## src/rtl/pipeline_stall_ctrl_pkg.sv

```systemverilog
`default_nettype none
// ============================================================================
//  Module      : pipeline_stall_ctrl_pkg
//  Description : Shared types and constants for the pipeline stall controller:
//                FSM state encoding, default parameters, and the per-stage
//                control word with its canonical values.
//  Revision    : 1.0  initial release
// ============================================================================
package pipeline_stall_ctrl_pkg;

  // Default sizing for the controller.
  localparam int DEF_MEM_TIMEOUT = 16;
  localparam int DEF_CNT_W       = 16;

  // Controller FSM, 2-bit encoding.
  typedef enum logic [1:0] {
    S_RUN      = 2'd0,
    S_MEM_WAIT = 2'd1,
    S_ERROR    = 2'd2
  } state_e;

  // ID/EXE NOP control word: WB_EN=0, MEM_R_EN=0, MEM_W_EN=0.
  localparam logic [2:0] C_ID_EX_NOP_CTRL = 3'b000;

  // Per-stage control bundle driven towards the pipeline registers.
  typedef struct packed {
    logic pc_freeze;
    logic if_id_freeze;
    logic if_id_flush;
    logic id_ex_bubble;
    logic pipe_freeze;
  } stall_ctl_t;

  // Nothing held, nothing squashed.
  localparam stall_ctl_t C_CTL_NONE      = '{default: 1'b0};
  // Memory stall: whole pipe holds; front-end holds explicitly as well.
  localparam stall_ctl_t C_CTL_MEM_STALL = '{pc_freeze: 1'b1, if_id_freeze: 1'b1,
                                             if_id_flush: 1'b0, id_ex_bubble: 1'b0,
                                             pipe_freeze: 1'b1};
  // Taken branch: PC loads the target, IF/ID and ID/EXE are squashed.
  localparam stall_ctl_t C_CTL_BRANCH    = '{pc_freeze: 1'b0, if_id_freeze: 1'b0,
                                             if_id_flush: 1'b1, id_ex_bubble: 1'b1,
                                             pipe_freeze: 1'b0};
  // ID hazard: front-end holds, a bubble enters EXE.
  localparam stall_ctl_t C_CTL_HAZARD    = '{pc_freeze: 1'b1, if_id_freeze: 1'b1,
                                             if_id_flush: 1'b0, id_ex_bubble: 1'b1,
                                             pipe_freeze: 1'b0};

endpackage : pipeline_stall_ctrl_pkg
`default_nettype wire

```

## src/rtl/pipeline_stall_ctrl_if.sv

```systemverilog
`default_nettype none
// ============================================================================
//  Module      : pipeline_stall_ctrl_if
//  Description : Bundle between the pipeline datapath (master) and the stall
//                controller (slave): hazard/branch/memory status in, per-stage
//                freeze/flush/bubble controls and performance counters out.
//  Revision    : 1.0  initial release
// ============================================================================
interface pipeline_stall_ctrl_if #(
  parameter int CNT_W = 16
);

  // Status from the pipeline stages.
  logic             hazard_detected;
  logic             branch_taken;
  logic             mem_req;
  logic             mem_ready;

  // Controls and readout from the controller.
  logic             pc_freeze;
  logic             if_id_freeze;
  logic             if_id_flush;
  logic             id_ex_bubble;
  logic             pipe_freeze;
  logic             mem_timeout;
  logic [CNT_W-1:0] stall_cycles;
  logic [CNT_W-1:0] flush_events;

  modport master (
    output hazard_detected, branch_taken, mem_req, mem_ready,
    input  pc_freeze, if_id_freeze, if_id_flush, id_ex_bubble, pipe_freeze,
    input  mem_timeout, stall_cycles, flush_events
  );

  modport slave (
    input  hazard_detected, branch_taken, mem_req, mem_ready,
    output pc_freeze, if_id_freeze, if_id_flush, id_ex_bubble, pipe_freeze,
    output mem_timeout, stall_cycles, flush_events
  );

endinterface : pipeline_stall_ctrl_if
`default_nettype wire

```

## src/rtl/pipeline_stall_ctrl_sat_counter.sv

```systemverilog
`default_nettype none
// ============================================================================
//  Module      : sat_counter
//  Description : W-bit up counter that increments on inc and holds at its
//                all-ones value instead of wrapping.
//  Revision    : 1.0  initial release
// ============================================================================
module sat_counter #(
  parameter int W = 16
) (
  input  wire logic         clk,
  input  wire logic         rst_n,
  input  wire logic         inc,
  output logic      [W-1:0] count
);

  localparam logic [W-1:0] C_MAX = {W{1'b1}};

  logic [W-1:0] count_q;
  logic [W-1:0] count_d;

  // Next value: step by one unless already pinned at the maximum.
  always_comb begin
    count_d = count_q;
    if (inc && (count_q != C_MAX)) begin
      count_d = count_q + 1'b1;
    end
  end

  // Counter register, cleared asynchronously.
  always_ff @(posedge clk or negedge rst_n) begin
    if (!rst_n) begin
      count_q <= '0;
    end else begin
      count_q <= count_d;
    end
  end

  assign count = count_q;

endmodule : sat_counter
`default_nettype wire

```

## src/rtl/pipeline_stall_ctrl.sv

```systemverilog
`default_nettype none
// ============================================================================
//  Module      : pipeline_stall_ctrl
//  Description : Converts ID hazards, EXE taken branches and multicycle MEM
//                waits into per-stage freeze/flush/bubble controls. A watchdog
//                traps memory waits longer than MEM_TIMEOUT, and two saturating
//                counters track stall cycles and flush events.
//  Revision    : 1.0  initial release
// ============================================================================
module pipeline_stall_ctrl
  import pipeline_stall_ctrl_pkg::*;
#(
  parameter int MEM_TIMEOUT = DEF_MEM_TIMEOUT,
  parameter int CNT_W       = DEF_CNT_W
) (
  input  wire logic            clk,
  input  wire logic            rst_n,
  pipeline_stall_ctrl_if.slave bus
);

  localparam int               WAIT_W     = $clog2(MEM_TIMEOUT + 1);
  localparam logic [WAIT_W-1:0] C_WAIT_MAX = WAIT_W'(MEM_TIMEOUT);
  localparam logic [WAIT_W-1:0] C_WAIT_ONE = WAIT_W'(1);

  state_e              state_q, state_d;
  logic [WAIT_W-1:0]   wait_cnt_q, wait_cnt_d;
  logic                mem_timeout_q, mem_timeout_d;

  logic                w_mem_ack;
  logic                w_mem_stall;
  stall_ctl_t          w_ctl;
  logic                w_stall_inc;
  logic                w_flush_inc;

  // A completion only counts while the MEM stage actually holds a request;
  // a dropped request during a wait is treated as still not ready.
  assign w_mem_ack = bus.mem_req & bus.mem_ready;

  // Stall raised by the memory side in the current cycle.
  assign w_mem_stall = ((state_q == S_RUN)      & bus.mem_req & ~bus.mem_ready) |
                       ((state_q == S_MEM_WAIT) & ~w_mem_ack)                    |
                        (state_q == S_ERROR);

  // State, wait counter and timeout flag registers.
  always_ff @(posedge clk or negedge rst_n) begin
    if (!rst_n) begin
      state_q       <= S_RUN;
      wait_cnt_q    <= '0;
      mem_timeout_q <= 1'b0;
    end else begin
      state_q       <= state_d;
      wait_cnt_q    <= wait_cnt_d;
      mem_timeout_q <= mem_timeout_d;
    end
  end

  // Next-state logic: memory wait tracking and the timeout watchdog.
  always_comb begin
    state_d       = state_q;
    wait_cnt_d    = wait_cnt_q;
    mem_timeout_d = mem_timeout_q;
    case (state_q)
      S_RUN: begin
        if (bus.mem_req && !bus.mem_ready) begin
          state_d    = S_MEM_WAIT;
          wait_cnt_d = C_WAIT_ONE;
        end
      end
      S_MEM_WAIT: begin
        if (w_mem_ack) begin
          state_d    = S_RUN;
          wait_cnt_d = '0;
        end else if (wait_cnt_q == C_WAIT_MAX) begin
          state_d       = S_ERROR;
          mem_timeout_d = 1'b1;
        end else begin
          wait_cnt_d = wait_cnt_q + 1'b1;
        end
      end
      S_ERROR: begin
        // Trapped until reset.
        mem_timeout_d = 1'b1;
      end
      default: begin
        state_d    = S_RUN;
        wait_cnt_d = '0;
      end
    endcase
  end

  // Prioritised per-stage controls; all forced low while reset is asserted.
  always_comb begin
    w_ctl = C_CTL_NONE;
    if (!rst_n) begin
      w_ctl = C_CTL_NONE;
    end else if (w_mem_stall) begin
      w_ctl = C_CTL_MEM_STALL;
    end else if (bus.branch_taken) begin
      // The ID instruction is squashed, so a coincident hazard is moot.
      w_ctl = C_CTL_BRANCH;
    end else if (bus.hazard_detected) begin
      w_ctl = C_CTL_HAZARD;
    end
  end

  assign bus.pc_freeze    = w_ctl.pc_freeze;
  assign bus.if_id_freeze = w_ctl.if_id_freeze;
  assign bus.if_id_flush  = w_ctl.if_id_flush;
  assign bus.id_ex_bubble = w_ctl.id_ex_bubble;
  assign bus.pipe_freeze  = w_ctl.pipe_freeze;
  assign bus.mem_timeout  = mem_timeout_q;

  assign w_stall_inc = w_ctl.pc_freeze | w_ctl.pipe_freeze;
  assign w_flush_inc = w_ctl.if_id_flush;

  sat_counter #(
    .W (CNT_W)
  ) u_stall_cnt (
    .clk   (clk),
    .rst_n (rst_n),
    .inc   (w_stall_inc),
    .count (bus.stall_cycles)
  );

  sat_counter #(
    .W (CNT_W)
  ) u_flush_cnt (
    .clk   (clk),
    .rst_n (rst_n),
    .inc   (w_flush_inc),
    .count (bus.flush_events)
  );

endmodule : pipeline_stall_ctrl
`default_nettype wire

```

## src/flat_wrapper.sv

```systemverilog
// flat-port wrapper written by rule: the top's interface ports become plain ports
module pipeline_stall_ctrl_flat import pipeline_stall_ctrl_pkg::*;
#(
  parameter int MEM_TIMEOUT = DEF_MEM_TIMEOUT,
  parameter int CNT_W       = DEF_CNT_W
)
  (clk, rst_n, bus_hazard_detected, bus_branch_taken, bus_mem_req, bus_mem_ready, bus_pc_freeze, bus_if_id_freeze, bus_if_id_flush, bus_id_ex_bubble, bus_pipe_freeze, bus_mem_timeout, bus_stall_cycles, bus_flush_events);
  pipeline_stall_ctrl_if #(.CNT_W(CNT_W)) bus_i ();
  input  wire logic clk;
  input  wire logic rst_n;
  input wire logic [$bits(bus_i.hazard_detected)-1:0] bus_hazard_detected;
  input wire logic [$bits(bus_i.branch_taken)-1:0] bus_branch_taken;
  input wire logic [$bits(bus_i.mem_req)-1:0] bus_mem_req;
  input wire logic [$bits(bus_i.mem_ready)-1:0] bus_mem_ready;
  output wire logic [$bits(bus_i.pc_freeze)-1:0] bus_pc_freeze;
  output wire logic [$bits(bus_i.if_id_freeze)-1:0] bus_if_id_freeze;
  output wire logic [$bits(bus_i.if_id_flush)-1:0] bus_if_id_flush;
  output wire logic [$bits(bus_i.id_ex_bubble)-1:0] bus_id_ex_bubble;
  output wire logic [$bits(bus_i.pipe_freeze)-1:0] bus_pipe_freeze;
  output wire logic [$bits(bus_i.mem_timeout)-1:0] bus_mem_timeout;
  output wire logic [$bits(bus_i.stall_cycles)-1:0] bus_stall_cycles;
  output wire logic [$bits(bus_i.flush_events)-1:0] bus_flush_events;
  assign bus_i.hazard_detected = bus_hazard_detected;
  assign bus_i.branch_taken = bus_branch_taken;
  assign bus_i.mem_req = bus_mem_req;
  assign bus_i.mem_ready = bus_mem_ready;
  assign bus_pc_freeze = bus_i.pc_freeze;
  assign bus_if_id_freeze = bus_i.if_id_freeze;
  assign bus_if_id_flush = bus_i.if_id_flush;
  assign bus_id_ex_bubble = bus_i.id_ex_bubble;
  assign bus_pipe_freeze = bus_i.pipe_freeze;
  assign bus_mem_timeout = bus_i.mem_timeout;
  assign bus_stall_cycles = bus_i.stall_cycles;
  assign bus_flush_events = bus_i.flush_events;
  pipeline_stall_ctrl #(.MEM_TIMEOUT(MEM_TIMEOUT), .CNT_W(CNT_W)) u_core (.clk(clk), .rst_n(rst_n), .bus(bus_i));
endmodule
```

## config.mk

```make
export PLATFORM = sky130hd
export DESIGN_NAME = pipeline_stall_ctrl_flat
export DESIGN_NICKNAME = d
export VERILOG_FILES = /design/src/rtl/pipeline_stall_ctrl_pkg.sv /design/src/rtl/pipeline_stall_ctrl_if.sv /design/src/rtl/pipeline_stall_ctrl_sat_counter.sv /design/src/rtl/pipeline_stall_ctrl.sv /design/src/flat_wrapper.sv
export SDC_FILE = /design/constraint.sdc
export NUM_CORES = 1
export LEC_CHECK = 0
export CORE_UTILIZATION = 25
export DETAILED_ROUTE_END_ITERATION = 12
export GPL_TIMING_DRIVEN = 0
export SLEW_MARGIN = 20
export SYNTH_ARGS = -nofsm -noshare
export SYNTH_HDL_FRONTEND = slang
export SYNTH_SLANG_ARGS = --single-unit
```

## constraint.sdc

```tcl
create_clock -name clk -period 1.77 [get_ports clk]
set_input_delay 0.354 -clock clk [delete_from_list [all_inputs] [get_ports clk]]
set_output_delay 0.354 -clock clk [all_outputs]
set_load 0.01 [all_outputs]
```

; ---- Word-level counts from Yosys, hierarchy flattened
; Cells that the tools add are included.
[word_totals]
reg_bits = 40
output_inout_bits = 38
[op_classes]
addsub = 3
n_eq_ne = 10
muxes = 15
bitwise = 10
n_reduce_logical = 9
[ops]
columns = operator, n
row1 = 5-bit two-way mux, 7
row2 = 16-bit by 1-bit adder with 16-bit output (second input constant), 2
row3 = 16-bit != test (second input constant), 2
row4 = 5-bit one-hot mux with 3 select lines, 1
row5 = 3-bit AND reduction, 3
row6 = 2-bit two-way mux, 3
row7 = 2-bit != test (second input constant), 3
row8 = 3-bit by 2-bit != test with 1-bit output (second input constant), 2
row9 = 2-bit one-hot mux with 3 select lines, 1
row10 = 5-bit by 1-bit adder with 5-bit output (second input constant), 1
row11 = 5-bit == test (second input constant), 1
row12 = 1-bit AND, 4
row13 = 1-bit logical AND, 3
row14 = 1-bit inverter, 3
row15 = 1-bit OR, 3
row16 = 2-bit by 1-bit == test with 1-bit output (second input constant), 1
row17 = 2-bit == test (second input constant), 1
row18 = 2-bit zero test, 1
row19 = 1-bit two-way mux, 2
row20 = 1-bit one-hot mux with 2 select lines, 1
row21 = 2-bit nonzero test, 1
row22 = 1-bit zero test, 1

; ---- Depth between registers and ports, before layout
; Gate-level depths: netlist of run 1.
[logic_depth]
ltp_word = 9
depth_mapped = 7

; ---- Cells and area by module
; From an unflattened synthesis of run 1, not the netlist that was laid out.
[unflattened]
hier_cells = 198
area_unflattened_um2 = 2277.2
[by_module_without_submodules]
columns = module, instances, cells_each, area_each_um2, seq_area_each_um2
row1 = sat_counter, 2, 72, 859.6, 400.4
row2 = pipeline_stall_ctrl, 1, 54, 558.0, 200.2

; ---- Least setup slack after synthesis of run 1
; OpenSTA, ideal clock, no wires.
[synth_path]
kind = register to register
start = register u_core.u_flush_cnt.count_q[0], in the netlist u_core.u_flush_cnt.count[0]
end = register u_core.u_flush_cnt.count_q[1], in the netlist u_core.u_flush_cnt.count[1]
arrival_ns = 1.704
setup_slack_ns = -0.059
path_stages_with_launch = 6
n_path_buf = 0
path_cell_list = dfrtp_1 > ha_1 > nand2_1 > or4_4 > o21a_4 > mux2_4
[synth_between]
elab_chain_len = 2
elab_cells_between_ends = 3
classes_between = add/sub: 1 / eq/ne: 1 / reduce/logical: 1
[synth_lines]
columns = element, line_no
row1 = from (decl), pipeline_stall_ctrl_sat_counter.sv:19  ; logic [W-1:0] count_q;
row2 = from (signal assigned), pipeline_stall_ctrl_sat_counter.sv:35  ; count_q <= count_d;
row3 = "parallel branches: the longest is 2 deep, another holds 16-bit by 1-bit adder with 16-bit output", n/a
; Several ways; the timed one is not identified.
; A chain may end at the register's enable or synchronous reset.

; ---- Worst setup path after layout of run 1
[layout_path]
start = register u_core.u_flush_cnt.count_q[10], in the netlist u_core.u_flush_cnt.count[10]
end = register u_core.u_flush_cnt.count_q[1], in the netlist u_core.u_flush_cnt.count[1]
[layout_between]
elab_chain_len = 2
[layout_lines]
columns = element, line_no
row1 = 16-bit != test, pipeline_stall_ctrl_sat_counter.sv:25  ; if (inc && (count_q != C_MAX)) begin
row2 = 1-bit logical AND, pipeline_stall_ctrl_sat_counter.sv:25
; Every way passes these cells.

==> metrics.md, run 1 <==
| Metric | Value |
|---|---|
| # port buffers | 43 |
| Layout Utilization | 0.403 |
| Final setup fails | 0 |
| Cell Chain, Critical Path | nand4_1, or4_4, o21a_4, mux2_4 |
| Critical Path Fanout Max | 7 |
| Grt ovf | 0 |
| Clk buf depth | 2 |
| Synth unique cells | 40 |
| Initial drt markers | 41 |
| Final hold vios | 0 |
| Cell area after layout | 3160 um^2 |
| Worst path required time | 1950 ps |
| Actual slew at the worst max-slew pin | 708 ps |
| RSZ-0062 raised after global routing | true |
| Clock share of power | 0.243 |
| Reg-to-Reg Start | u_core.u_flush_cnt.count[10]$_DFFE_PN0P_ |
| Slowest-stage cell, CP | or4_4 |
| Antenna diode count | 0 |
| Vias per cell | approximately 4.6 |
| Kind of end point of the critical path | flop |
| Ports | 44 |
| Logic pwr share | 0.340 |
| #FFs+latches synth | 40 |
| Fmax | around 0.57 GHz |
| Root Buffer Master | clkbuf_8 |
| Max Slew Vio Count | 0 |
| Pwr Density | around 960 nW/um^2 |
| Vias in the first global route | ~1,800 |
| Clock-pin slew on the worst setup and hold paths | 80 ps |
| Yosys warns | 0 |
| Initial antenna violation count | 0 |
| Row count | 32 |
| Area growth from synthesis to layout | 53.5% |
| Post-route minimum period | 1770 ps |
| Crit-path max cell delay | around 560 ps |
| Crit share post-route | 1.00 |
| Hold Path Class | reg2reg |
| Worst Hold Launch | u_core.bus.mem_timeout$_DFFE_PN0P_ |
| Leak | between 1 and 1.5 nW |
| Post-Route WL | slightly above 5 mm |
| Worst vdd ir | 0.000436 V |
| Status | completed |
| Cell area after synthesis | just over 2000 um^2 |
| Post-DP HPWL | 3.33 mm |
| Die W | 92.7 um |
| Cells after synthesis | 205 |
| Switching Power | between 0.9 and 1 mW |
| Rel. slew slack | 0.526 |
| Sw Ratio | 0.313 |
| Initial DRT Pass Iterations | 4 |
| Placed cells | 351 |
| Htree depth | 2 |
| Detail Route Antenna Nets | 0 |
| Seq/Total Area, Yosys | 0.486 |
| Core area | just under 8000 um^2 |
| Int Power | around 2.1 mW |
| Nets@finish | 298 |
| Max-cap violations | 0 |
| GPL Wtd Cong | between 0.7 and 0.8 |
| R2R cell count | 4 |
| Critical path data arrival time | just under 2000 ps |
| GRT Total Usage | 0.125 |
| FF-to-FF setup slack | ~0.31 ps |
| Area after DPL | between 2000 and 3000 um^2 |
| Worst Hold Slack | slightly below 500 ps |
| Startpoint Class | flop |
| Fraction of layout cells with a size suffix above 1 | 0.287 |
| Drt drc | 0 |
| First-pass GRT wire length | between 8 and 9 mm |
| Clock sink total | 40 |
| TritonCTS Buffers | 5 |
| Hold Path Sink | u_core.bus.mem_timeout$_DFFE_PN0P_ |
| WL/cell | about 13 um |
| Register share of total power | 0.417 |
| Hold path depth | 1 |
| Largest net degree at the start of global routing | 17 |
| Die ar. | roughly 8600 um^2 |
| Worst skew pair latency | slightly below 300 ps |
| Reg-to-Reg End | u_core.u_flush_cnt.count[1]$_DFFE_PN0P_ |
| Non-Filler Instances | slightly below 400 |
| CTS tree | built |
| Starting Density | 0.262 |
| Crit path kind | reg2reg |
| Synthesized Nets | 215 |
| Worst Skew | slightly above 8 ps |
| Mean Syn Cell Area | approximately 10 um^2 |
| Vias post-DR | roughly 1,800 |
| DIE HEIGHT | 92.7 um |
flip-flops by register name, indices dropped and copies added, names as in the netlist:
name and cells:
u_core.u_flush_cnt.count 16, u_core.bus.mem_timeout 1, u_core.state_q 2, u_core.u_stall_cnt.count 16, u_core.wait_cnt_q 5
cells in the final DEF, fill, tap and decap left out, types with 3 or more instances in the layout:
master,instances
buf_6,5
dfrtp_2,4
inv_1,7
nor2_1,13
buf_4,28
clkdlybuf4s50_1,32
dlygate4sd2_1,3
nand2_1,20
nor3_2,3
dlygate4sd3_1,4
mux2_4,3
nor3_1,6
o21ai_0,6
and2_1,3
nand4_1,10
buf_2,3
dfrtp_1,36
a21oi_1,3
clkbuf_8,6
nor2_2,4
ha_1,3
xnor2_1,16
nand3_1,9
xor2_1,14
stage by stage:
stage | setup TNS, ps | setup WS [ps] | total power, mW
2_1_floorplan | 0 | 5.40 | 1.69
3_3_place_gp | -105520 | -2460 | 2.09
3_5_place_dp | -14570 | -987 | 2.12
4_1_cts | -21.7 | -21.7 | 3.03
5_1_grt | -604 | -78.0 | 3.24
6_report | 0 | 0.314 | 3.03
cells in the mapped netlist (all sizes together):
cell / number / area, um^2
nand2: 22 / 82.6
nor4b: 3 / 26.3
o211ai: 2 / 20.0
xor2: 14 / 123
nor3: 10 / 55.1
nand4: 10 / 62.6
a21boi: 1 / 7.51
and3: 2 / 12.5
buf: 1 / 7.51
nand3: 11 / 55.1
nor4bb: 1 / 10.0
or3: 1 / 6.26
ha: 4 / 50.1
dfrtp: 40 / 1000
inv: 8 / 30.0
nand4bb: 1 / 11.3
or2: 3 / 18.8
or4: 1 / 11.3
a21oi: 4 / 20.0
mux2: 5 / 60.1
and4: 1 / 8.76
o21ai: 10 / 50.0
nor2: 17 / 63.8
nor3b: 1 / 7.51
nand2b: 2 / 12.5
o2111a: 1 / 11.3
o2111ai: 1 / 8.76
clkbuf: 2 / 7.51
nor4: 2 / 12.5
o21a: 1 / 15.0
and2: 4 / 25.0
xnor2: 16 / 140
a21o: 1 / 7.51
o221ai: 2 / 17.5
final cells by class:
type / count / area, um^2
Inverter: 8 / 30.0
Sequential cell: 40 / 1010
Timing Repair Buffer: 77 / 704
Clock inverter: 3 / 42.5
Clock buffer: 5 / 68.8
Multi-Input combinational cell: 154 / 1160
Buffer: 2 / 21.3
Tap cell: 102 / 128
Fill cell: 795 / 4690
power by group through the flow:
stage	Sequential [mW]	Clock, mW	Combinational (mW)
floorplan	1.34	0	0.354
global placement	1.33	0	0.763
detailed placement	1.33	0	0.784
CTS	1.27	0.768	0.991
global route	1.29	0.801	1.14
finish	1.26	0.737	1.03
worst max-delay path: cells and delay by family, from the launching register on:
kind | cells | cell delay [ps]
AND/OR/NAND/NOR | 2 | 730
flip-flops | 1 | 370
multiplexers | 1 | 290
AO/OA/AOI/OAI | 1 | 270
layer usage:
metal  vias up  GRT usage  wire length, um
li1        886          -                -
met1       885      0.160             2340
met2        35      0.207             2570
met3         6     0.0271              198
met4         0     0.0436               60
met5         -          0                0
how the worst max path moves through the flow:
stage / startpoint / endpoint / cells past startpoint
finish: u_core.u_flush_cnt.count[10]$_DFFE_PN0P_ / u_core.u_flush_cnt.count[1]$_DFFE_PN0P_ / 4
global route: u_core.u_flush_cnt.count[9]$_DFFE_PN0P_ / u_core.u_flush_cnt.count[1]$_DFFE_PN0P_ / 4
CTS: u_core.state_q[1]$_DFFE_PN0P_ / bus_pc_freeze / 6
detailed placement: bus_mem_req / bus_pc_freeze / 7
global placement: rst_n / bus_pc_freeze / 5
floorplan: u_core.u_flush_cnt.count[0]$_DFFE_PN0P_ / u_core.u_flush_cnt.count[1]$_DFFE_PN0P_ / 5
logic make-up (layout without fill, tap and decap cells):
| logic type | count (synthesis) | in the layout | synth area share |
|---|---|---|---|
| XOR/XNOR | 30 | 30 | 0.128 |
| adder cells (fa/ha/maj) | 4 | 4 | 0.0243 |
| flip-flops | 40 | 40 | 0.486 |
| buffers and inverters | 11 | 95 | 0.0219 |
| multiplexers | 5 | 5 | 0.0292 |
| AO/OA/AOI/OAI | 23 | 23 | 0.0766 |
| AND/OR/NAND/NOR | 92 | 92 | 0.234 |
timing repair:
| item | in CTS | in global routing |
|---|---|---|
| pin swaps | 12 | 7 |
| setup endpoints to repair | 28 | 25 |
| hold buffers | 4 | 0 |
| setup buffers | 25 | 4 |
| hold endpoints to repair | 16 | 0 |
| gates resized for setup | 53 | 18 |
Power figures use the tool's default switching activity.
==> run 2, diff against run 1 <==
--- a/config.mk
+++ b/config.mk
@@ -5,6 +5,7 @@
 export SDC_FILE = /design/constraint.sdc
 export NUM_CORES = 1
 export LEC_CHECK = 0
+export CORE_MARGIN = 8
 export CORE_UTILIZATION = 25
 export DETAILED_ROUTE_END_ITERATION = 12
 export GPL_TIMING_DRIVEN = 0
==> constraint.sdc (replaced) <==
create_clock -name clk -period 1.77 [get_ports clk]
set_input_delay 0.2655 -clock clk [delete_from_list [all_inputs] [get_ports clk]]
set_output_delay 0.2655 -clock clk [all_outputs]
set_load 0.01 [all_outputs]
==> run 2 against run 1 <==
The run now ends with setup timing left. Flip-flop and latch count did not move. Cell count fell by 0.77%. Sequential share of layout area rose by 0.82 points. Non-clock buffer count fell by 6. First-iteration DRC count rose by 59%. Via count fell by 1.3%. Register-to-register slack improved by 20 ps. Highest routed layer unchanged. Critical path depth rose by 3. Global-route usage fell by 2.8 points.
==> metrics.md, run 2 (synthesis gave the netlist of run 1 again) <==
| Metric | Value |
|---|---|
| Post-route minimum period | around 1800 ps |
| Area growth from synthesis to layout | 49.8% |
| Detail Route Antenna Nets | 0 |
| Vias per cell | approximately 4.6 |
| Worst skew pair latency | 290 ps |
| Reg-to-Reg Start | u_core.u_flush_cnt.count[0]$_DFFE_PN0P_ |
| Design Power | slightly below 3 mW |
| First-pass GRT wire length | 8.96 mm |
| R2R cell count | 5 |
| Clock sink total | 40 |
| # port buffers | 43 |
| Ports | 44 |
| Fmax | approximately 0.56 GHz |
| Final WS setup | -11.8 ps |
| Layout Utilization | 0.381 |
| Max-cap violations | 0 |
| Htree depth | 2 |
| Vias in the first global route | roughly 1,800 |
| Pwr Density | 951 nW/um^2 |
| RSZ-0062 raised after global routing | true |
| Reg-to-Reg End | u_core.u_flush_cnt.count[1]$_DFFE_PN0P_ |
| Worst Skew | 5.99 ps |
| Initial antenna violation count | 0 |
| DIE HEIGHT | about 110 um |
| Critical path data arrival time | 1520 ps |
| Post-Route WL | 5.41 mm |
| Clk buf depth | 2 |
| Worst path required time | approximately 1500 ps |
| WL/cell | 14.0 um |
| Rel. slew slack | 0.627 |
| Worst setup startpoint | u_core.state_q[1]$_DFFE_PN0P_ |
| Die ar. | 11,400 um^2 |
| Grt ovf | 0 |
| Initial DRT Pass Iterations | 4 |
| Final setup fails | 1 |
| Leak | roughly 1.3 nW |
| GRT Total Usage | 0.0967 |
| Die W | 107 um |
| Kind of end point of the critical path | output port |
| Drt drc | 0 |
| Worst vdd ir | roughly 0.00055 V |
| Row count | 33 |
| Failing checks | setup timing |
| TritonCTS Buffers | 5 |
| Starting Density | 0.254 |
| Crit path kind | reg2out |
| Actual slew at the worst max-slew pin | 557 ps |
| Status | finished with violations |
| Critical Path Fanout Max | 4 |
| Crit share post-route | 1.01 |
| Final hold vios | 0 |
| GPL Wtd Cong | about 0.8 |
| Initial drt markers | 65 |
| Vias post-DR | about 1,800 |
| Hold Path Class | in2async |
| Clock-pin slew on the worst setup and hold paths | approximately 80 ps |
| FILL cells | approximately 840 |
| Largest net degree at the start of global routing | 29 |
| Max Slew Vio Count | 0 |
| Most frequent cells in the layout | 35 x clkdlybuf4s50_1, 35 x dfrtp_1, 22 x buf_4, 21 x nand2_1, 16 x xnor2_1 |
| Root Buffer Master | clkbuf_8 |
| Nets@finish | 292 |
| Fraction of layout cells with a size suffix above 1 | 0.272 |
| Startpoint Class | flop |
| FF-to-FF setup slack | about 20 ps |
| Antenna diode count | 0 |
| Post-DP HPWL | 3.68 mm |
| CTS tree | built |
| Core area | between 8000 and 9000 um^2 |
run 2: what timing repair did:
action / CTS / global route
endpoints found under the hold margin: 12 / 0
setup buffers: 21 / 4
endpoints found under the setup margin: 22 / 25
gates resized for setup: 46 / 13
pin swaps: 6 / 8
hold buffers: 2 / 0
run 2: layout make-up:
| type | count | area [um^2] | area share |
|---|---|---|---|
| clock inverter | 2 | 15.0 | 0.00487 |
| clock buffer | 6 | 82.6 | 0.0268 |
| sequential | 40 | 1010 | 0.327 |
| multi-input combinational | 154 | 1140 | 0.370 |
| inverter | 8 | 30.0 | 0.00974 |
| timing repair buffer | 71 | 663 | 0.215 |
| tap | 105 | 131 | 0.0426 |
| buffer | 2 | 15.0 | 0.00487 |
run 2: worst max-delay path, stage by stage (launching register included):
cell and delay (ps):
dfrtp_2 450, buf_6 130, buf_6 110, a21oi_4 120, o21ai_2 70, nand2_1 90, and2_1 120, buf_2 130
run 2: routing by layer:
| metal | vias to the layer above | global-route usage | routed length, um |
|---|---|---|---|
| li1 | 875 | - | - |
| met1 | 874 | 0.109 | 2300 |
| met2 | 30 | 0.172 | 2840 |
| met3 | 9 | 0.0246 | 176 |
| met4 | 0 | 0.0352 | 102 |
| met5 | - | 0 | 0 |
run 2: how the worst max path moves through the flow:
stage	endpoint	slack (ps)	cells after the start
floorplan	u_core.u_flush_cnt.count[1]$_DFFE_PN0P_	5	5
detailed placement	bus_pc_freeze	-800	7
global placement	bus_pc_freeze	-2200	5
CTS	bus_id_ex_bubble	-40	7
global route	bus_pipe_freeze	-100	7
finish	bus_pipe_freeze	-10	7
run 2: report_power, final:
group	total, mW	switching, mW	internal, mW	leakage (nW)
combinational	1.02	0.454	0.568	0.777
sequential	1.27	0.188	1.08	0.510
clock	0.638	0.322	0.315	0.0434
run 2: stage by stage:
step           TNS, ps  setup slack (ps)  hold WS, ps  instances  cell area [um^2]
2_1_floorplan        0              5.40        -30.1        205              2060
3_3_place_gp    -94310             -2200          459        353              2630
3_5_place_dp    -11170              -804          192        354              2640
4_1_cts          -57.6             -39.4         60.1        384              3020
5_1_grt           -627             -99.1         68.1        388              3080
6_report         -11.8             -11.8         57.9        388              3080
